===== src/rtl/buffer_memory.sv =====
// buffer_memory: fixed-depth circular delay buffer. Every sample written on
// data_in is replayed on data_out exactly DEPTH clock edges later. A fill
// counter keeps stale storage from ever reaching the output after reset or
// flush, so the storage array itself never needs clearing.
module buffer_memory #(
  parameter int DATA_WIDTH = 64,
  parameter int DEPTH      = 4
) (
  input  logic                  clk,
  input  logic                  rst,
  input  logic                  flush,
  input  logic [DATA_WIDTH-1:0] data_in,
  output logic [DATA_WIDTH-1:0] data_out
);

  localparam int AW = (DEPTH > 1) ? $clog2(DEPTH) : 1;
  localparam logic [AW:0] FULL = (AW+1)'(DEPTH);

  logic [DATA_WIDTH-1:0] mem [DEPTH];
  logic [AW-1:0]         wr_ptr;
  logic [AW:0]           count;
  logic                  primed;

  // Buffer holds DEPTH valid words: the slot about to be overwritten is the oldest.
  assign primed = (count == FULL);

  // Storage write; the read of the same slot in the control block sees the old word.
  always_ff @(posedge clk) begin
    if (rst && !flush) begin
      mem[wr_ptr] <= data_in;
    end
  end

  // Pointer, fill counter and output register; reset beats flush beats normal.
  always_ff @(posedge clk or negedge rst) begin
    if (!rst) begin
      wr_ptr   <= '0;
      count    <= '0;
      data_out <= '0;
    end else if (flush) begin
      wr_ptr   <= '0;
      count    <= '0;
      data_out <= '0;
    end else begin
      data_out <= primed ? mem[wr_ptr] : '0;
      wr_ptr   <= wr_ptr + 1'b1;
      if (!primed) begin
        count <= count + 1'b1;
      end
    end
  end

endmodule


===== config.mk =====
export PLATFORM = sky130hd
export DESIGN_NAME = buffer_memory
export DESIGN_NICKNAME = d
export VERILOG_FILES = /design/src/rtl/buffer_memory.sv
export SDC_FILE = /design/constraint.sdc
export NUM_CORES = 1
export LEC_CHECK = 0
export ABC_AREA = 1
export BUFFER_PORTS_ARGS = -buffer_cell sky130_fd_sc_hd__buf_2
export CORE_MARGIN = 2
export CORE_UTILIZATION = 40
export CTS_CLUSTER_DIAMETER = 80
export DETAILED_ROUTE_END_ITERATION = 10
export PLACE_DENSITY = 0.65
export REMOVE_ABC_BUFFERS = 1
export SLEW_MARGIN = 20
export SYNTH_ARGS = -nofsm -noshare
export SYNTH_HDL_FRONTEND = slang
export SYNTH_SLANG_ARGS = --single-unit

===== constraint.sdc =====
create_clock -name clk -period 9.35 [get_ports clk]
set_input_delay 1.87 -clock clk [delete_from_list [all_inputs] [get_ports clk]]
set_output_delay 1.87 -clock clk [all_outputs]
set_load 0.02 [all_outputs]

# ---- Word-level counts from Yosys, hierarchy flattened
# Memories as Yosys holds them, arrays and structs flattened.
# Cells that the tools add are included.
dict set report op_classes {
  addsub 2
  n_eq_ne 2
  n_mux 7
  n_reduce_logical 2
}
# op count
set op_table {}
lappend op_table {{$mux 64} 2}
lappend op_table {{$mux 3} 2}
lappend op_table {{$add 3x1->3 const B} 1}
lappend op_table {{$eq 3x3->1 const B} 1}
lappend op_table {{$add 2x1->2 const B} 1}
lappend op_table {{$mux 1} 2}
lappend op_table {{$mux 2} 1}
lappend op_table {{$ne 2x2->1 const B} 1}
lappend op_table {{$logic_and 1x1->1} 1}
lappend op_table {{$logic_not 1->1} 1}
dict set report totals {
  register_bits 69
  mem_bits_rw 256
  input_bits 67
  out_inout_bits 64
  wordCells 17
  mem_count 1
}
# name words width read_ports rd_clocked_by_memory_dff write_ports line_no
set memory_table {}
lappend memory_table {mem 4 64 1 0 1 19} ;# logic [DATA_WIDTH-1:0] mem [DEPTH];

# ---- Longest topological paths before layout
dict set report depth {
  word_depth 4
  depth_mapped 6
}

# ---- Worst setup path before layout
# Ideal clock, no wire load.
dict set report synth_timing {
  path_kind {in2reg}
  from {input port flush}
  to {memory mem[0][0], enable pin}
  t_arrival_ps 4734
  path_slack_ps 4129
  cell_stages 3
  path_buffers 0
  cell_sequence {inv_1 -> nand2_1 -> nor2_1}
}
dict set report synth_via {
  elab_chain_cells 4
}
# element line_no
set synth_rtl {}
lappend synth_rtl {{start: declaration} 11} ;# input logic flush,
lappend synth_rtl {{$logic_not 1->1} 29} ;# if (rst && !flush) begin
lappend synth_rtl {{$logic_and 1x1->1} 29}
lappend synth_rtl {{$mux 1} 29}
lappend synth_rtl {{$mux 1 (not written as such)} 30} ;# mem[wr_ptr] <= data_in;
lappend synth_rtl {{end: declaration} 19}
# Every way passes these cells.

# ---- Final worst setup path
dict set report layout_timing {
  from {input port rst}
  to {memory mem[2][40], enable pin}
}
dict set report layout_via {
  elab_chain_cells 3
}
# element line_no
set layout_rtl {}
lappend layout_rtl {{start: declaration} 10} ;# input logic rst,
lappend layout_rtl {{$logic_and 1x1->1} 29}
lappend layout_rtl {{$mux 1} 29}
lappend layout_rtl {{$mux 1 (not written as such)} 30}
# Every way passes these cells.

==> impl_metrics.json <==
{
  "cts_buffers": 34,
  "grt_pass1_wl_um": 40700,
  "overflow": 0,
  "antenna_found_initial": 5,
  "cts_hold_buf": 0,
  "area.growth.synth_to_final_pct": 17.4,
  "grt_pass1_vias": 7536,
  "dieHeight_um": 182,
  "post_cts.resized_instances": 0,
  "syn_inst": 1109,
  "crit_path_start_kind": "input pin",
  "dieArea_um2": 33200,
  "powerDensity_nw_per_um2": 220,
  "antenna_left": 0,
  "start_util": 0.405,
  "ys_warn_count": 0,
  "r2r_setup_slack_ns": 5.94,
  "p_leak_nw": 6.88,
  "top_level_ports": 131,
  "cp-end-kind": "flop",
  "die_x_um": 182,
  "min_period_over_period": 0.428,
  "drtIter0Drc": 510,
  "drive_gt1_frac": 0.154,
  "routedWlPerCell_um": 15.6,
  "grt_use_total": 0.158,
  "max_freq_mhz": 250,
  "avgViaCountPerCell": 4.58,
  "avgSynthCellArea_um2": 11.5,
  "rows": 65,
  "htreeDepth": 2,
  "rsz0062_at_grt": "no",
  "cts.sinks": 325,
  "path_class": "in2reg",
  "endpoint": "mem[2][40]",
  "cts-root-buf": "clkbuf_16",
  "final_hold_viol_count": 0,
  "detail_route.first_pass.iterations": 5,
  "clock_path_buffers": 3,
  "cts_tree": "built",
  "postCtsSetupBuffers": 0,
  "max_slew.worst_pin.slew_ns": 1.07,
  "setup_viol": 0,
  "rr_startpoint": "wr_ptr[1]",
  "finalSetupTns_ns": 0,
  "critPathArrivalTime_ns": 4.14,
  "syn-cell-area_um2": 12700,
  "num_vias": 7619,
  "ir_drop_mv": 0.117,
  "core_um2": 31400,
  "hold_path_class": "reg2reg",
  "status": "finished, final reports clean",
  "most-common-layout-cells": "264 x inv_1, 258 x nand2_1, 256 x edfxtp_1",
  "worstRegToRegCells": 6,
  "top_layer": "met5",
  "slew_violations": 0,
  "dp.final_hpwl_um": 14600,
  "clk_pin_slew_ns": 0.06,
  "ys_types": 15,
  "synth-seq-area-share": 0.740,
  "crit_fanout": 33,
  "routed-wl-met3_um": 1400,
  "relSlewSlack": 0.285,
  "fin_nets": 1307,
  "wl_met1_um": 11400,
  "synth-seq-cells": 325,
  "met2WireLength_um": 12700,
  "timing.rr.end": "mem[1][47]",
  "routed_wl_um": 26000,
  "clk_latency_ns": 0.50,
  "grt_max_degree": 97,
  "cp.required_ns": 9.49,
  "drc": 0,
  "fin_crit_ns": 4.00,
  "total_power_mw": 3.29,
  "drv_cap": 0,
  "skew_ns": 0.0149,
  "place_congestion": 0.700,
  "crit_start": "rst",
  "mostFrequentLayoutCell": "inv_1",
  "port-buffer-count": 130
}
-- registers in the layout, indices dropped and copies added, names as in the netlist --
signal and flops:
count 3, data_out 64, wr_ptr 2, mem 256
-- kinds of logic (layout without fill, tap and decap cells) --
family / count (synthesis) / after routing / synth area share
AOI/OAI and AO/OA: 67 / 67 / 0.0264
xor gates and xnor gates: 1 / 1 / 0.000689
adders and majority gates: 6 / 6 / 0.00590
buffers and inverters: 315 / 466 / 0.0970
DFF: 325 / 325 / 0.740
other: 0 / 3 / 0
and+or+nand+nor: 395 / 395 / 0.130
-- cell usage after synthesis --
cell type / n / share of area
a21oi_1: 64 / 0.025
buf_1: 4 / 0.0012
buf_2: 38 / 0.015
buf_4: 1 / 0.00059
clkbuf_1: 6 / 0.0018
dfrtp_1: 69 / 0.14
edfxtp_1: 256 / 0.60
ha_1: 6 / 0.0059
inv_1: 265 / 0.078
inv_2: 1 / 0.00029
nand2_1: 258 / 0.076
nand3_1: 131 / 0.052
nor2_1: 6 / 0.0018
o21ai_0: 3 / 0.0012
xnor2_1: 1 / 0.00069
-- where the power goes --
group          leakage [nW]  internal (mW)  switching [mW]
logic                  3.04         0.0749           0.176
clock network         0.568          0.866           0.512
registers              3.28           1.62          0.0378
-- stage by stage --
stage          worst slack (ns)   util  area [µm²]  instances  hold WS [ns]
2_1_floorplan              2.88      -       12500       1060         0.537
3_3_place_gp               4.80  0.438       13700       1600         0.565
3_5_place_dp               4.72  0.438       13700       1600         0.577
4_1_cts                    5.24  0.475       14900       1662         0.585
5_1_grt                    5.10  0.475       14900       1664         0.613
6_report                   5.35  0.475       14900       1665         0.583
-- worst min path at each step --
stage / from / end / cells past startpoint
floorplan: count[1] / count[1] / 2
global placement: count[1] / count[1] / 2
detailed placement: count[1] / count[1] / 2
CTS: count[1] / count[1] / 2
global route: count[1] / count[1] / 2
finish: count[1] / count[1] / 2
-- critical path, cell delays in order --
cell and delay (ns):
buf_4 0.40, nand2_1 0.35, nor2_4 0.90, buf_4 0.58
-- cell type report --
type	count	area, µm²
well taps	402	503
inverters	266	1000
clock inverters	8	138
diodes	3	7.51
repair buffers	138	713
fillers	2773	16500
clock buffers	54	1030
multi-input cells	469	2110
flip-flops and latches	325	9420
-- metal layers --
| layer | up-vias | track usage |
|---|---|---|
| li1 | 3770 | - |
| met1 | 3632 | 0.204 |
| met2 | 175 | 0.267 |
| met3 | 38 | 0.0369 |
| met4 | 4 | 0.0442 |
| met5 | - | 0 |
(Power assumes the default switching activity.)
